**config.mk**
```make
export PLATFORM = sky130hd
export DESIGN_NAME = axil_strobe_bridge
export DESIGN_NICKNAME = d
export VERILOG_FILES = /design/src/rtl/axil_strobe_bridge.sv
export SDC_FILE = /design/constraint.sdc
export NUM_CORES = 1
export LEC_CHECK = 0
export CAP_MARGIN = 20
export CORE_AREA = 2 2 130 132
export DETAILED_ROUTE_END_ITERATION = 16
export DIE_AREA = 0 0 132 134
export PLACE_DENSITY = 0.83
export SYNTH_ARGS = -nofsm -noshare
export SYNTH_HDL_FRONTEND = slang
export SYNTH_SLANG_ARGS = --single-unit
```
**constraint.sdc**
```tcl
create_clock -name axilClk -period 5 [get_ports axilClk]
set_input_delay 1 -clock axilClk [delete_from_list [all_inputs] [get_ports axilClk]]
set_output_delay 1 -clock axilClk [all_outputs]
set_load 0.005 [all_outputs]
```
**src/rtl/axil_strobe_bridge.sv**
```systemverilog
// AXI4-Lite slave fanning one register bus out to N_TARGETS strobe/ack targets.
// One transaction in flight, read/write round-robin, ack timeout and decode errors.
module axil_strobe_bridge #(
    parameter int N_TARGETS = 4,
    parameter int SEL_LSB   = 8,
    parameter int SEL_BITS  = 4,
    parameter int TGT_AW    = 8,
    parameter int TIMEOUT   = 255
) (
    input  logic                    axilClk,
    input  logic                    axilRst,
    input  logic [31:0]             axil_araddr,
    input  logic                    axil_arvalid,
    output logic                    axil_arready,
    output logic [31:0]             axil_rdata,
    output logic [1:0]              axil_rresp,
    output logic                    axil_rvalid,
    input  logic                    axil_rready,
    input  logic [31:0]             axil_awaddr,
    input  logic                    axil_awvalid,
    output logic                    axil_awready,
    input  logic [31:0]             axil_wdata,
    input  logic [3:0]              axil_wstrb,
    input  logic                    axil_wvalid,
    output logic                    axil_wready,
    output logic [1:0]              axil_bresp,
    output logic                    axil_bvalid,
    input  logic                    axil_bready,
    output logic [TGT_AW-1:0]       tgt_addr,
    output logic [31:0]             tgt_wdata,
    output logic [N_TARGETS-1:0]    tgt_wstr,
    output logic [N_TARGETS-1:0]    tgt_rstr,
    input  logic [N_TARGETS-1:0]    tgt_wack,
    input  logic [N_TARGETS-1:0]    tgt_rack,
    input  logic [32*N_TARGETS-1:0] tgt_rdata
);

    typedef enum logic [1:0] {S_IDLE, S_ACC, S_STB, S_RESP} state_t;

    localparam logic [15:0] TMO_LAST = 16'(TIMEOUT - 1);

    function automatic logic [SEL_BITS-1:0] addr_sel(input logic [31:0] a);
        return a[SEL_LSB+2 +: SEL_BITS];
    endfunction

    function automatic logic [TGT_AW-1:0] addr_word(input logic [31:0] a);
        return a[2 +: TGT_AW];
    endfunction

    logic [1:0]           rst_sync_q, rst_sync_d;
    logic                 rst_i;
    state_t               state_q, state_d;
    logic                 is_wr_q, is_wr_d;
    logic                 prefer_wr_q, prefer_wr_d;
    logic [SEL_BITS-1:0]  sel_q, sel_d;
    logic [TGT_AW-1:0]    addr_q, addr_d;
    logic [31:0]          wdata_q, wdata_d;
    logic [3:0]           wstrb_q, wstrb_d;
    logic [15:0]          timer_q, timer_d;
    logic                 arready_q, arready_d;
    logic                 awready_q, awready_d;
    logic                 rvalid_q, rvalid_d;
    logic                 bvalid_q, bvalid_d;
    logic [1:0]           rresp_q, rresp_d;
    logic [1:0]           bresp_q, bresp_d;
    logic [31:0]          rdata_q, rdata_d;
    logic [N_TARGETS-1:0] wstr_q, wstr_d;
    logic [N_TARGETS-1:0] rstr_q, rstr_d;

    logic [N_TARGETS-1:0] sel_oh_s;
    logic [31:0]          sel_rdata_s;
    logic                 ack_hit_s;
    logic                 wr_cand_s, grant_rd_s, grant_wr_s;
    logic                 resp_fire_s;
    logic [1:0]           resp_code_s;
    logic [31:0]          resp_data_s;
    logic                 unused_addr_s;

    // Address bits outside the select and word fields are deliberately ignored.
    assign unused_addr_s = ^{axil_araddr, axil_awaddr};

    // Reset synchroniser: assertion is immediate, release waits two clocks.
    always_comb begin
        rst_sync_d = {rst_sync_q[0], 1'b0};
    end

    // Reset synchroniser register.
    always_ff @(posedge axilClk or posedge axilRst) begin
        if (axilRst) begin
            rst_sync_q <= 2'b11;
        end else begin
            rst_sync_q <= rst_sync_d;
        end
    end

    assign rst_i = rst_sync_q[1];

    // Target decode: one-hot select, ack of the selected target and its read data.
    always_comb begin
        sel_oh_s    = '0;
        sel_rdata_s = 32'h0000_0000;
        for (int k = 0; k < N_TARGETS; k++) begin
            sel_oh_s[k] = (sel_q == SEL_BITS'(k));
            sel_rdata_s = sel_rdata_s | (tgt_rdata[32*k +: 32] & {32{sel_oh_s[k]}});
        end
        ack_hit_s = |((is_wr_q ? tgt_wack : tgt_rack) & sel_oh_s);
    end

    // Round-robin arbitration between a pending read and a complete write request.
    always_comb begin
        wr_cand_s  = axil_awvalid & axil_wvalid;
        grant_rd_s = axil_arvalid & ~(wr_cand_s & prefer_wr_q);
        grant_wr_s = wr_cand_s & ~grant_rd_s;
    end

    // Transaction FSM: next state, latched request and registered outputs.
    always_comb begin
        state_d     = state_q;
        is_wr_d     = is_wr_q;
        prefer_wr_d = prefer_wr_q;
        sel_d       = sel_q;
        addr_d      = addr_q;
        wdata_d     = wdata_q;
        wstrb_d     = wstrb_q;
        timer_d     = timer_q;
        arready_d   = arready_q;
        awready_d   = awready_q;
        rvalid_d    = rvalid_q;
        bvalid_d    = bvalid_q;
        rresp_d     = rresp_q;
        bresp_d     = bresp_q;
        rdata_d     = rdata_q;
        wstr_d      = wstr_q;
        rstr_d      = rstr_q;
        resp_fire_s = 1'b0;
        resp_code_s = 2'b00;
        resp_data_s = 32'h0000_0000;

        case (state_q)
            S_IDLE: begin
                if (grant_rd_s) begin
                    state_d     = S_ACC;
                    is_wr_d     = 1'b0;
                    prefer_wr_d = 1'b1;
                    arready_d   = 1'b1;
                    sel_d       = addr_sel(axil_araddr);
                    addr_d      = addr_word(axil_araddr);
                end else if (grant_wr_s) begin
                    state_d     = S_ACC;
                    is_wr_d     = 1'b1;
                    prefer_wr_d = 1'b0;
                    awready_d   = 1'b1;
                    sel_d       = addr_sel(axil_awaddr);
                    addr_d      = addr_word(axil_awaddr);
                    wdata_d     = axil_wdata;
                    wstrb_d     = axil_wstrb;
                end else begin
                    state_d = S_IDLE;
                end
            end
            S_ACC: begin
                arready_d = 1'b0;
                awready_d = 1'b0;
                timer_d   = 16'd0;
                if (~|sel_oh_s) begin
                    resp_fire_s = 1'b1;
                    resp_code_s = 2'b11;
                end else if (is_wr_q && (wstrb_q != 4'hF)) begin
                    resp_fire_s = 1'b1;
                    resp_code_s = 2'b10;
                end else begin
                    state_d = S_STB;
                    wstr_d  = is_wr_q ? sel_oh_s : '0;
                    rstr_d  = is_wr_q ? '0 : sel_oh_s;
                end
            end
            S_STB: begin
                if (ack_hit_s) begin
                    resp_fire_s = 1'b1;
                    resp_code_s = 2'b00;
                    resp_data_s = sel_rdata_s;
                end else if (timer_q == TMO_LAST) begin
                    resp_fire_s = 1'b1;
                    resp_code_s = 2'b10;
                    resp_data_s = 32'hDEAD_DEAD;
                end else begin
                    timer_d = timer_q + 16'd1;
                end
            end
            S_RESP: begin
                if (is_wr_q ? axil_bready : axil_rready) begin
                    rvalid_d = 1'b0;
                    bvalid_d = 1'b0;
                    state_d  = S_IDLE;
                end else begin
                    state_d = S_RESP;
                end
            end
            default: begin
                state_d = S_IDLE;
            end
        endcase

        // Completion from ACC or STB: drop strobes and present the response.
        if (resp_fire_s) begin
            state_d = S_RESP;
            wstr_d  = '0;
            rstr_d  = '0;
            timer_d = 16'd0;
            if (is_wr_q) begin
                bvalid_d = 1'b1;
                bresp_d  = resp_code_s;
            end else begin
                rvalid_d = 1'b1;
                rresp_d  = resp_code_s;
                rdata_d  = resp_data_s;
            end
        end else begin
            rdata_d = rdata_q;
        end
    end

    // State and output registers.
    always_ff @(posedge axilClk or posedge rst_i) begin
        if (rst_i) begin
            state_q     <= S_IDLE;
            is_wr_q     <= 1'b0;
            prefer_wr_q <= 1'b0;
            sel_q       <= '0;
            addr_q      <= '0;
            wdata_q     <= 32'h0000_0000;
            wstrb_q     <= 4'h0;
            timer_q     <= 16'd0;
            arready_q   <= 1'b0;
            awready_q   <= 1'b0;
            rvalid_q    <= 1'b0;
            bvalid_q    <= 1'b0;
            rresp_q     <= 2'b00;
            bresp_q     <= 2'b00;
            rdata_q     <= 32'h0000_0000;
            wstr_q      <= '0;
            rstr_q      <= '0;
        end else begin
            state_q     <= state_d;
            is_wr_q     <= is_wr_d;
            prefer_wr_q <= prefer_wr_d;
            sel_q       <= sel_d;
            addr_q      <= addr_d;
            wdata_q     <= wdata_d;
            wstrb_q     <= wstrb_d;
            timer_q     <= timer_d;
            arready_q   <= arready_d;
            awready_q   <= awready_d;
            rvalid_q    <= rvalid_d;
            bvalid_q    <= bvalid_d;
            rresp_q     <= rresp_d;
            bresp_q     <= bresp_d;
            rdata_q     <= rdata_d;
            wstr_q      <= wstr_d;
            rstr_q      <= rstr_d;
        end
    end

    assign axil_arready = arready_q;
    assign axil_awready = awready_q;
    assign axil_wready  = awready_q;
    assign axil_rvalid  = rvalid_q;
    assign axil_rresp   = rresp_q;
    assign axil_rdata   = rdata_q;
    assign axil_bvalid  = bvalid_q;
    assign axil_bresp   = bresp_q;
    assign tgt_addr     = addr_q;
    assign tgt_wdata    = wdata_q;
    assign tgt_wstr     = wstr_q;
    assign tgt_rstr     = rstr_q;

endmodule

```
==> results of run 1 <==
## per-layer routing
layer | routed length (um) | vias up
met1 | 8040 | 2830
li1 | - | 2785
met4 | 416 | 0
met5 | 0 | -
met3 | 1500 | 32
met2 | 9640 | 249
## sequential cells by signal, summed over array words and instances, names as in the netlist
signal / cells
tgt_wdata: 32
tgt_rstr: 4
timer_q: 16
axil_rdata: 32
tgt_wstr: 4
is_wr_q: 1
axil_bresp: 2
prefer_wr_q: 1
axil_rresp: 2
tgt_addr: 8
state_q: 2
axil_arready: 1
wstrb_q: 4
rst_sync_q: 2
sel_q: 4
axil_rvalid: 1
axil_bvalid: 1
axil_awready: 1
## power by group
group          switching [mW]  internal (mW)  leakage [nW]  total (mW)
Sequential              0.272           1.32          1.54        1.59
Combinational            1.10           1.20          2.34        2.31
Clock                   0.443          0.742         0.275        1.19
Total                    1.82           3.26          4.15        5.08
## stage by stage
step,power (mW),std cells,instance area [um^2]
global route,5.43,1122,9580
CTS,5.11,1122,9580
floorplan,2.76,617,5930
finish,5.08,1122,9580
detailed placement,3.91,1091,9010
global placement,3.85,1091,9010
## synth_stat cells, types with 3 or more instances
library cell / n
ha_1: 6
inv_1: 19
nand2_1: 135
o21ai_0: 16
xnor2_1: 3
and2_1: 4
a221oi_1: 10
and3_1: 6
a22o_1: 33
nand4_1: 6
nand2b_1: 7
a31oi_1: 7
nor2_1: 17
o31ai_1: 4
a21o_1: 13
a22oi_1: 45
nand3_1: 31
nor3_1: 12
mux2i_1: 19
buf_2: 17
nor4bb_1: 3
nor2b_1: 4
or4_1: 6
buf_6: 3
dfrtp_1: 116
o22ai_1: 4
o2bb2ai_1: 5
o221ai_1: 4
clkbuf_1: 23
## how the worst max path moves through the flow
stage,to,slack (ns),cells past startpoint,start
final,axil_rdata[18],1.64,7,tgt_rack[0]
after global routing,axil_rdata[16],1.43,6,is_wr_q
after CTS,axil_rdata[26],1.68,6,is_wr_q
after detailed placement,axil_rdata[26],1.26,7,tgt_rack[0]
after global placement,axil_rdata[14],1.30,7,tgt_rack[1]
after floorplan,axil_arready,1.59,1,rst_sync_q[1]
## placed cells by master (no fill, tap or decap), types with 10 or more instances in the layout
cell type	count
a21o_1	13
a221oi_1	10
clkdlybuf4s50_1	291
nor3_1	12
mux2i_1	19
a22o_1	33
o21ai_0	16
nand3_1	31
buf_4	10
dfrtp_1	116
nand2_1	135
a22oi_1	45
inv_1	18
clkbuf_16	17
nor2_1	17
## cells by family (layout without fill, tap and decap cells)
family                     Yosys count  after routing  synth area share [%]
buffers and inverters               66            351                  5.04
and+or+nand+nor                    242            242                  18.9
DFF                                118            118                  49.9
AOI/OAI and AO/OA                  160            160                  20.8
adders and majority gates            6              6                  1.27
other                                1              1                0.0633
muxes                               21             21                  3.59
xor gates and xnor gates             3              3                 0.443
## area by class of cell
class	count	area (um^2)	area share [%]
clock inverters	12	129	1.35
repair buffers	301	2990	31.2
multi-input cells	433	2710	28.3
clock buffers	19	443	4.62
inverters	19	73.8	0.771
flip-flops and latches	118	2960	30.9
well taps	220	275	2.87
==> run_results.csv, run 1 <==
group,metric,value,unit
power_and_ir_drop,ir_worst_vdd,0.285,mV
job,max_cap_violations,0,
synth,yosysTopAreaCell,"dfrtp_1",
timing,rsz0062_at_grt,"no",
clock_network,cts_buffer_depth,2,
setup_path,start_kind,"primary input",
setup_path,cpMaxStageDelayCell,"a21o_1",
global_routing,gr-total-overflow,0,
min_path,hold_start,"rst_sync_q[0]",
clock_network,clk_pin_slew_worst_paths,0.06,ns
clock_network,cts_resized,0,
timing,max_freq,298,MHz
synth,ys_seq_elements,118,
setup_path,required,5.34,ns
setup_path,r2r_cells,6,
die,start_util,36.4,%
setup_path,cp_num_buf_inv,2,
place,dp_worst_setup_slack,1.26,ns
final_layout,syn_to_final_growth,61.6,%
timing,hold_viol_final,0,
synth,seq_area_frac_synth,49.9,%
clock_network,cts_inserted_buffers,17,
timing,slew_violations,0,
timing,layout_setup_ws,1.64,ns
timing,min_period,3.36,ns
power_and_ir_drop,p_per_area,530,nW/um^2
synth,synth_edf_count,0,
synth,synth.top_cell.area_share,49.0,%
final_layout,nets,1139,
synth,netlist_top_cells_area,"dfrtp_1 49%, nand2_1 8.5%, a22oi_1 5.7%, a22o_1 4.9%, mux2i_1 3.2%",
setup_path,cp_data_arrival_time,3.70,ns
global_routing,grt_pass1_vias,5975,
timing,slew_headroom,27.4,%
timing,setup_viol,0,
global_routing,antenna_found_initial,0,
timing,holdWs,0.354,ns
synth,synth_cell_types,55,
clock_network,post-cts-setup-buffer-count,0,
routing,drc_errors,0,
routing,wire_per_inst,17.5,um
min_path,hold_depth,0,
global_routing,grt_max_degree,60,
setup_path,critical_path.max_stage_delay,0.79,ns
synth,synth_cells,617,
place,hpwl,14300,um
routing,ant_nets,0,
synth,dominantRegCellSynth,"dfrtp_1",
outcome,status,"completed",
final_layout,antenna_cells,0,
final_layout,fill_cells,1361,
die,core,16300,um^2
synth,syn_nets,866,
place,io_buffers,291,
global_routing,grt.busiest_layer,"met2",
routing,drt_first_pass_iters,5,
routing,routed_wl,19600,um
global_routing,met3_usage,7.63,%
setup_path,critPathMaxFanout,24,
die,rows,47,
synth,synth_area_per_cell,9.61,um^2
power_and_ir_drop,p_leak,4.15,nW
die,die_w,132,um
synth,synthesis.area,5930,um^2
die,die_area,17700,um^2
clock_network,clkLatencyLatePin,0.41,ns
routing,drtIter0Drc,343,
setup_path,rrSetupSlack,1.65,ns
timing,clock_skew,0.00777,ns
timing,finalSetupTns,0,ns
global_routing,grt.total_usage,22.3,%
routing,vias,5896,
setup_path,critPathKind,"primary input to flop",
routing,vias_per_cell,5.25,
global_routing,grtUsageMet1,27.2,%
die,ios,332,
clock_network,hold_buffers,0,
timing,worst_slew_pin_slew,1.09,ns
setup_path,endpoint_kind,"flop",
final_layout,fin_util,58.8,%
synth,ys_async_sr_fraction,100,%
global_routing,gr-usage-met2,37.0,%
setup_path,regToRegStartpoint,"is_wr_q",
global_routing,grt_pass1_wl,31300,um
clock_network,clock-root-buffer,"clkbuf_16",
min_path,hold_path.class,"flop to flop",
clock_network,htree_levels,4,
min_path,holdPathEnd,"rst_sync_q[1]",
place,gp_congestion,0.810,
setup_path,cp_cell_sequence,"clkdlybuf4s50_1 > mux2i_1 > o22ai_2 > o21ai_2 > a21o_1 > buf_4 > a22o_1",
synth,synth_warnings,0,
die,die_h,134,um
final_layout,final_layout_size_suffix_gt1_share,6.10,%
clock_network,cts_tree,"built",
setup_path,rr_endpoint,"axil_rdata[18]",
timing,period_share,67.1,%
clock_network,cts_num_sinks,118,
setup_path,path_delay_family,"compound AO/OA/AOI/OAI gates",
No activity file was read; power rests on OpenSTA's default activity.
==> run 2, diff against run 1 <==
CORE_AREA = unset   (was 2 2 130 132)
CORE_MARGIN = 1.5   (was unset)
CORE_UTILIZATION = 35   (was unset)
DIE_AREA = unset   (was 0 0 132 134)
clock period = 2.95 ns   (was 5 ns; I/O delays follow)
==> run 2 against run 1 <==
  * Power increased by 78%
  * Die area grew 0.22%
  * Global-route usage rose by 0.29 points
  * Worst hold slack is essentially flat
  * Critical path depth rose by 1
  * Via count up 1.7%
  * Worst setup slack worse by 1.2 ns
  * Sequential power is 68% higher
  * Critical endpoint is now axil_rdata[16]
==> run_results.csv, run 2 (synthesis gave the netlist of run 1 again) <==
group,metric,value,unit
outcome,status,"completed",
clock_network,post-cts-setup-buffer-count,0,
setup_path,required,3.25,ns
routing,vias,5998,
timing,slew_headroom,51.7,%
setup_path,cp_cell_sequence,"inv_1 > ha_1 > nor4bb_1 > nand4_1 > and2_1 > a21o_1 > buf_4 > a22o_1",
place,gp_congestion,0.862,
clock_network,clock-root-buffer,"clkbuf_16",
routing,wire_per_inst,17.4,um
final_layout,nets,1156,
timing,rsz0062_at_grt,"no",
power_and_ir_drop,power.total,9.05,mW
timing,clock_skew,0.0121,ns
global_routing,grt_pass1_vias,6064,
timing,worst_slew_pin_slew,0.723,ns
power_and_ir_drop,p_leak,4.27,nW
setup_path,critPathMaxFanout,33,
setup_path,endpoint_kind,"flop",
setup_path,r2r_cells,8,
setup_path,critical_path.max_stage_delay,0.43,ns
clock_network,htree_levels,4,
global_routing,gr-total-overflow,0,
final_layout,fill_cells,1411,
place,io_buffers,291,
die,die_w,133,um
die,die_area,17700,um^2
setup_path,cpMaxStageDelayCell,"dfrtp_1",
routing,drc_errors,0,
clock_network,clkLatencyLatePin,0.41,ns
timing,hold_viol_final,0,
final_layout,antenna_cells,0,
routing,ant_nets,0,
timing,finalSetupTns,0,ns
timing,period_share,84.8,%
global_routing,grt.total_usage,22.6,%
routing,drt_first_pass_iters,6,
final_layout,final_layout_size_suffix_gt1_share,8.04,%
die,start_util,35.7,%
clock_network,cts_resized,0,
routing,drtIter0Drc,296,
power_and_ir_drop,ir_worst_vdd,0.504,mV
min_path,hold_path.class,"flop to flop",
clock_network,cts_buffer_depth,2,
clock_network,clk_pin_slew_worst_paths,0.06,ns
clock_network,cts_num_sinks,118,
timing,slew_violations,0,
job,max_cap_violations,0,
min_path,hold_depth,0,
setup_path,start_kind,"flop",
global_routing,antenna_found_initial,0,
clock_network,cts_inserted_buffers,17,
die,rows,47,
place,hpwl,14700,um
global_routing,grt_max_degree,86,
die,ios,332,
global_routing,grt_pass1_wl,31700,um
routing,routed_wl,19900,um
final_layout,layout_common_cells,"291 x clkdlybuf4s50_1, 135 x nand2_1, 116 x dfrtp_1, 45 x a22oi_1, 33 x a22o_1",
setup_path,cp_data_arrival_time,2.80,ns
setup_path,critPathKind,"flop to flop",
clock_network,cts_tree,"built",
final_layout,syn_to_final_growth,65.3,%
die,core,16600,um^2
routing,vias_per_cell,5.26,
timing,min_period,2.50,ns
die,die_h,133,um
final_layout,mostFrequentLayoutCell,"clkdlybuf4s50_1",
timing,max_freq,400,MHz
power_and_ir_drop,p_per_area,924,nW/um^2
timing,setup_viol,0,
clock_network,hold_buffers,0,
==> run 2: changes by cell type in the layout (fill, tap and decap cells not counted), moves of 2 or more <==
| cell | change |
|---|---|
| buf_12 | +2 |
| bufinv_16 | +2 |
| clkinv_2 | -2 |
| buf_4 | +15 |
| clkinv_4 | +2 |
==> run 2: cell type report <==
type                       instances  area, um^2  share of cell area [%]
clock buffer                      18         439                    4.48
clock inverter                    14         198                    2.02
inverter                          19        75.1                   0.766
multi-input combinational        433        2710                    27.7
sequential                       118        2960                    30.2
tap                              220         275                    2.81
timing repair buffer             318        3140                    32.1
==> run 2: worst max-delay path: cells and delay by family, from the launching register on <==
family                   cells  cell delay (ns)
AND/OR/NAND/NOR              3             0.93
adder cells (fa/ha/maj)      1             0.19
AO/OA/AOI/OAI                2             0.48
flip-flops                   1             0.43
buffers and inverters        2             0.35
==> run 2: where the power goes <==
group	total [mW]	switching [mW]	internal (mW)
clock network	2.23	0.785	1.44
logic	4.15	1.95	2.20
registers	2.67	0.436	2.23
total	9.05	3.17	5.88
==> run 2: path summary, 6_finish.rpt <==
kind | start | end | slack (ns)
worst min-delay path | rst_sync_q[0] | rst_sync_q[1] | 0.35
min in group asynchronous | rst_sync_q[1] | tgt_wdata[9] | 0.37
worst min register to register | rst_sync_q[0] | rst_sync_q[1] | 0.35
max in group asynchronous | rst_sync_q[1] | tgt_addr[6] | 1.71
worst max register to register | state_q[0] | axil_rdata[16] | 0.45
worst max-delay path | state_q[0] | axil_rdata[16] | 0.45
==> run 2: layer usage <==
metal	track usage [%]	vias to the layer above	part of all wire, %
li1	-	2836	-
met1	27.9	2865	42
met4	7.91	0	1.8
met5	0	-	0
met3	7.42	30	8.6
met2	37.4	267	48
==> run 2: per-stage QoR <==
step                std cells  area, um^2  util, %  setup WS [ns]  hold slack (ns)
floorplan                 617        5930        -          0.832            0.345
global placement         1108        9160     55.2          0.369            0.349
detailed placement       1108        9160     55.2          0.362            0.350
CTS                      1140        9800     59.1          0.443            0.355
global route             1140        9800     59.1          0.184            0.363
finish                   1140        9800     59.1          0.448            0.355
